`src/rtl/pc_sequencer_pkg.sv`:
```
// ============================================================================
// Module : pc_sequencer_pkg
// Brief  : Shared defaults and next-PC select encoding for the PC sequencer.
// Rev    : 1.0  initial release
// ============================================================================
`default_nettype none

package pc_sequencer_pkg;

    localparam int unsigned     c_XLEN      = 32;
    localparam logic [31:0]     c_RESET_VEC = 32'h0000_0000;
    localparam int unsigned     c_RAS_DEPTH = 8;

    typedef enum logic [1:0] {
        SEL_SEQ  = 2'd0,
        SEL_BR   = 2'd1,
        SEL_CALL = 2'd2,
        SEL_RET  = 2'd3
    } next_pc_sel_e;

endpackage : pc_sequencer_pkg

`default_nettype wire

```
`src/rtl/pc_sequencer_ras_stack.sv`:
```
// ============================================================================
// Module : pc_sequencer_ras_stack
// Brief  : Circular return-address LIFO; overwrites the oldest entry when full.
// Rev    : 1.0  initial release
// ============================================================================
`default_nettype none

module pc_sequencer_ras_stack #(
    parameter int unsigned XLEN      = 32,
    parameter int unsigned RAS_DEPTH = 8
) (
    input  logic            clk,
    input  logic            rst,
    input  logic            i_push,
    input  logic            i_pop,
    input  logic [XLEN-1:0] i_wdata,
    output logic [XLEN-1:0] o_top,
    output logic            o_empty,
    output logic            o_full
);

    localparam int unsigned c_PTR_W = $clog2(RAS_DEPTH);
    localparam int unsigned c_CNT_W = c_PTR_W + 1;
    localparam logic [c_CNT_W-1:0] c_DEPTH_CNT = c_CNT_W'(RAS_DEPTH);

    logic [XLEN-1:0]    r_mem [RAS_DEPTH];
    logic [c_PTR_W-1:0] r_ptr;     // next free slot; top lives at r_ptr-1
    logic [c_CNT_W-1:0] r_count;

    logic               w_empty;
    logic               w_full;
    logic               w_pop_ok;
    logic               w_replace;
    logic [c_PTR_W-1:0] w_top_idx;
    logic [c_PTR_W-1:0] w_wr_idx;

    assign w_empty   = (r_count == '0);
    assign w_full    = (r_count == c_DEPTH_CNT);
    assign w_pop_ok  = i_pop & ~w_empty;
    assign w_replace = i_push & w_pop_ok;
    assign w_top_idx = r_ptr - 1'b1;
    assign w_wr_idx  = w_replace ? w_top_idx : r_ptr;

    always_ff @(posedge clk) begin
        if (i_push) begin
            r_mem[w_wr_idx] <= i_wdata;
        end
    end

    always_ff @(posedge clk) begin
        if (rst) begin
            r_ptr   <= '0;
            r_count <= '0;
        end else if (w_replace) begin
            r_ptr   <= r_ptr;
            r_count <= r_count;
        end else if (i_push) begin
            // When full, r_ptr already points at the oldest entry.
            r_ptr   <= r_ptr + 1'b1;
            r_count <= w_full ? r_count : r_count + 1'b1;
        end else if (w_pop_ok) begin
            r_ptr   <= r_ptr - 1'b1;
            r_count <= r_count - 1'b1;
        end
    end

    assign o_top   = w_empty ? '0 : r_mem[w_top_idx];
    assign o_empty = w_empty;
    assign o_full  = w_full;

endmodule : pc_sequencer_ras_stack

`default_nettype wire

```
`src/rtl/pc_sequencer.sv`:
```
// ============================================================================
// Module : pc_sequencer
// Brief  : Program counter register with branch/call/return next-PC select.
// Rev    : 1.0  initial release
// ============================================================================
`default_nettype none

module pc_sequencer
    import pc_sequencer_pkg::*;
#(
    parameter int unsigned     XLEN      = c_XLEN,
    parameter logic [XLEN-1:0] RESET_VEC = XLEN'(c_RESET_VEC),
    parameter int unsigned     RAS_DEPTH = c_RAS_DEPTH
) (
    input  logic            clk,
    input  logic            reset,
    input  logic            stall,
    input  logic [XLEN-1:0] pc_plus4,
    input  logic            branch_taken,
    input  logic [XLEN-1:0] branch_target,
    input  logic            is_call,
    input  logic            is_ret,
    input  logic [XLEN-1:0] jump_target,
    output logic [XLEN-1:0] pc,
    output logic [XLEN-1:0] ras_top,
    output logic            ras_empty,
    output logic            ras_full,
    output logic            ras_underflow,
    output logic            pc_misaligned
);

    logic [XLEN-1:0] r_pc;
    logic            r_underflow;
    logic            r_misaligned;

    next_pc_sel_e    w_sel;
    logic [XLEN-1:0] w_next_pc;
    logic            w_underflow;
    logic            w_misaligned;
    logic            w_push;
    logic            w_pop;
    logic [XLEN-1:0] w_ras_top;
    logic            w_ras_empty;
    logic            w_ras_full;

    assign w_push = ~stall & is_call;
    assign w_pop  = ~stall & is_ret;

    pc_sequencer_ras_stack #(
        .XLEN      (XLEN),
        .RAS_DEPTH (RAS_DEPTH)
    ) u_ras (
        .clk     (clk),
        .rst     (reset),
        .i_push  (w_push),
        .i_pop   (w_pop),
        .i_wdata (pc_plus4),
        .o_top   (w_ras_top),
        .o_empty (w_ras_empty),
        .o_full  (w_ras_full)
    );

    always_comb begin
        if (is_ret)            w_sel = SEL_RET;
        else if (is_call)      w_sel = SEL_CALL;
        else if (branch_taken) w_sel = SEL_BR;
        else                   w_sel = SEL_SEQ;
    end

    // Explicit targets are word-aligned on load; RAS and sequential values are trusted.
    always_comb begin
        w_next_pc    = pc_plus4;
        w_underflow  = 1'b0;
        w_misaligned = 1'b0;
        case (w_sel)
            SEL_RET: begin
                if (w_ras_empty) begin
                    w_next_pc   = pc_plus4;
                    w_underflow = 1'b1;
                end else begin
                    w_next_pc   = w_ras_top;
                end
            end
            SEL_CALL: begin
                w_next_pc    = {jump_target[XLEN-1:2], 2'b00};
                w_misaligned = |jump_target[1:0];
            end
            SEL_BR: begin
                w_next_pc    = {branch_target[XLEN-1:2], 2'b00};
                w_misaligned = |branch_target[1:0];
            end
            default: w_next_pc = pc_plus4;
        endcase
    end

    always_ff @(posedge clk) begin
        if (reset) begin
            r_pc         <= RESET_VEC;
            r_underflow  <= 1'b0;
            r_misaligned <= 1'b0;
        end else if (stall) begin
            r_pc         <= r_pc;
            r_underflow  <= 1'b0;
            r_misaligned <= 1'b0;
        end else begin
            r_pc         <= w_next_pc;
            r_underflow  <= w_underflow;
            r_misaligned <= w_misaligned;
        end
    end

    assign pc            = r_pc;
    assign ras_top       = w_ras_top;
    assign ras_empty     = w_ras_empty;
    assign ras_full      = w_ras_full;
    assign ras_underflow = r_underflow;
    assign pc_misaligned = r_misaligned;

endmodule : pc_sequencer

`default_nettype wire

```
`config.mk`:
```
export PLATFORM = sky130hd
export DESIGN_NAME = pc_sequencer
export DESIGN_NICKNAME = d
export VERILOG_FILES = /design/src/rtl/pc_sequencer_pkg.sv /design/src/rtl/pc_sequencer_ras_stack.sv /design/src/rtl/pc_sequencer.sv
export SDC_FILE = /design/constraint.sdc
export NUM_CORES = 1
export LEC_CHECK = 0
export CORE_MARGIN = 2
export CORE_UTILIZATION = 50
export CTS_CLUSTER_SIZE = 16
export DETAILED_ROUTE_END_ITERATION = 8
export DONT_BUFFER_PORTS = 1
export PLACE_DENSITY = 0.74
export SYNTH_ARGS = -nofsm -noshare
export SYNTH_HDL_FRONTEND = slang
export SYNTH_SLANG_ARGS = --single-unit
```
`constraint.sdc`:
```
create_clock -name clk -period 7.7 [get_ports clk]
set_input_delay 1.54 -clock clk [delete_from_list [all_inputs] [get_ports clk]]
set_output_delay 1.54 -clock clk [all_outputs]
set_load 0.02 [all_outputs]
```
==> results.sh <==
export IMPL_slew_limit_headroom=0.241
export IMPL_whs_ns=0.561
export IMPL_maxCapViolCount=0
export IMPL_cts_sinks=297
export IMPL_vias=8291
export IMPL_root_buffer="clkbuf_16"
export IMPL_area_delta_synth_final_pct=9.36
export IMPL_worst_path_largest_cell_delay_ns=0.86
export IMPL_status="finished clean"
export IMPL_worstMarginPinSlew_ns=1.13
export IMPL_period_needed_ns=4.92
export IMPL_wl_um=32200
export IMPL_drc=0
export IMPL_rows=59
export IMPL_num_antenna_cells=0
export IMPL_synth_edf_count=256
export IMPL_path_buf_inv=2
export IMPL_numCtsBuffers=29
export IMPL_drive_gt1_frac=0.187
export IMPL_gp_congestion=0.788
export IMPL_drv_slew=0
export IMPL_grt_antenna_before_repair=0
export IMPL_ir_drop_mv=0.193
export IMPL_ys_ff_latch=297
export IMPL_drtPass1Iterations=5
export IMPL_nNetsFinal=1044
export IMPL_fmax_mhz=203
export IMPL_ys_flop_type="edfxtp_1"
export IMPL_clock_skew_ns=0.0121
export IMPL_port_buffers=0
export IMPL_p_per_area_mw_per_mm2=332
export IMPL_ctsHoldBuffers=0
export IMPL_die_h_um=167
export IMPL_yosys_cell_count_top_type="edfxtp_1"
export IMPL_pin_count=170
export IMPL_crit_required_ns=6.16
export IMPL_nFillCells=2056
export IMPL_cts_tree="done"
export IMPL_crit_slowest_cell="ha_4"
export IMPL_post_cts_resized=0
export IMPL_final_setup_viol_count=0
export IMPL_clk_pin_slew_ns=0.06
export IMPL_path_cells="inv_1, ha_4, buf_4, mux2_2, o211ai_1, nor2_1"
export IMPL_end_kind="output port"
export IMPL_min_period_over_period=0.639
export IMPL_grt_first_pass_wirelength_um=48300
export IMPL_grt_pass1_vias=8205
export IMPL_critical_path_class="reg2out"
export IMPL_clk_latency_ns=0.54
export IMPL_finalSetupTns_ns=0
export IMPL_path_max_fanout=60
export IMPL_die_w_um=167
export IMPL_synth_seq_area_share=0.644
export IMPL_wl_per_cell_um=25.0
export IMPL_syn_area_sq_mm=0.0132
export IMPL_overflow=0
export IMPL_grt_usage=0.224
export IMPL_start_kind="register"
export IMPL_avgSynthCellArea_sq_um=13.9
export IMPL_yosysTopAreaCell="edfxtp_1"
export IMPL_ant_nets=0
export IMPL_vias_per_cell=6.44
export IMPL_cts_setup_buffers=0
export IMPL_core_sq_mm=0.0260
export IMPL_htree_levels=1
export IMPL_netlist_top_cells_area="edfxtp_1 (58%), dfxtp_1 (6.2%), mux2_2 (6.1%)"
export IMPL_initial_core_util=0.508
export IMPL_critPathTopFamily="adder cells"
export IMPL_ys_top_cells_by_count="edfxtp_1 (256), mux2_2 (72), o211ai_1 (48)"
export IMPL_grt_max_degree=66
export IMPL_rsz0062_at_grt="false"
export IMPL_hold_viol=0
export IMPL_dieArea_sq_mm=0.0277
export IMPL_leakage_nw=4.56
export IMPL_synth_top_area_share=0.582
export IMPL_async_reset_ff_frac=0
export IMPL_synth_cell_types=43
export IMPL_drt_iter0_drc=732
export IMPL_dp_hpwl_um=19000
export IMPL_r2r_setup_slack_ns=3.87
export IMPL_yosys_warnings=0
export IMPL_syn_nets=1063
export IMPL_netlist_instances=949
export IMPL_hp_class="reg2reg"
export IMPL_cp_arrival_ns=3.38
export IMPL_cts_buffer_depth=3
tightest hold or removal path, delay by kind of cell, from the launching register on:
kind          cells  cell delay, ns
flops             1            0.36
mux               1            0.09
simple gates      1            0.07
registers in the layout (all words and copies together) (netlist names):
signal,cells
u_ras.r_mem,256
pc,32
u_ras.r_count,4
u_ras.r_ptr,3
pc_misaligned,1
ras_underflow,1
area by class of cell:
class / instances / area, sq um / area share
Clock buffer: 37 / 766 / 0.0530
Clock inverter: 16 / 141 / 0.00979
Inverter: 43 / 161 / 0.0112
Multi-Input combinational cell: 537 / 4280 / 0.296
Sequential cell: 297 / 8510 / 0.589
Tap cell: 335 / 419 / 0.0290
Timing Repair Buffer: 22 / 165 / 0.0114
final timing paths:
check | from | endpoint | cells past startpoint
min reg2reg | u_ras.r_count[2] | u_ras.r_count[2] | 2
min | u_ras.r_count[2] | u_ras.r_count[2] | 2
max | u_ras.r_ptr[1] | ras_top[2] | 6
max reg2reg | u_ras.r_count[0] | u_ras.r_mem[1][14] | 8
power breakdown:
part	switching, mW	total [mW]	internal [mW]	leakage [nW]
clock	0.585	1.36	0.771	0.448
combinational	1.02	1.50	0.479	1.46
sequential	0.0905	1.94	1.85	2.65
total	1.69	4.80	3.10	4.56
kinds of logic (layout without fill, tap and decap cells):
kind of cell               Yosys count  in the layout  synth area share
DFF                                297            297             0.644
AOI/OAI and AO/OA                  271            271             0.146
and+or+nand+nor                    126            126            0.0416
muxes                              118            118             0.112
buffers and inverters              115            118            0.0372
adders and majority gates           12             12            0.0119
xor gates and xnor gates            10             10           0.00777
placed cells by master, fill, tap and decap left out, types with 2 or more instances in the layout:
master / n
edfxtp_1: 256
mux2_2: 72
o211ai_1: 48
nand2_1: 44
a21oi_1: 41
inv_1: 40
dfxtp_1: 40
nor2_1: 34
a22oi_1: 32
mux2i_1: 29
clkbuf_16: 29
nand3_1: 27
a211oi_1: 26
o22ai_1: 24
o221ai_1: 24
a32oi_1: 24
o21ai_1: 22
buf_4: 22
mux4_2: 16
o21ai_0: 15
ha_1: 9
nor3_2: 8
clkinv_2: 8
clkbuf_1: 7
a211o_1: 6
a221oi_2: 6
clkinv_1: 4
xor2_1: 4
xnor2_1: 4
nand2b_1: 3
a21o_1: 3
clkinv_4: 3
nand2_2: 2
and3_1: 2
bufinv_16: 2
per-stage QoR:
| step | util | setup WS [ns] | power, mW | instances | instance area [sq um] |
|---|---|---|---|---|---|
| CTS | 0.556 | 2.80 | 4.81 | 1287 | 14400 |
| global route | 0.556 | 2.64 | 4.98 | 1287 | 14400 |
| global placement | 0.521 | 3.31 | 3.44 | 1234 | 13500 |
| detailed placement | 0.521 | 3.08 | 3.46 | 1234 | 13500 |
| finish | 0.556 | 2.78 | 4.80 | 1287 | 14400 |
| floorplan | - | 2.37 | 3.13 | 949 | 13200 |
routing by layer:
layer / share of wire / track usage
met3: 0.075 / 0.0356
met5: 0 / 0
met1: 0.41 / 0.304
met4: 0.027 / 0.0678
met2: 0.48 / 0.377
Note: power is estimated with default switching activity, not from simulation.
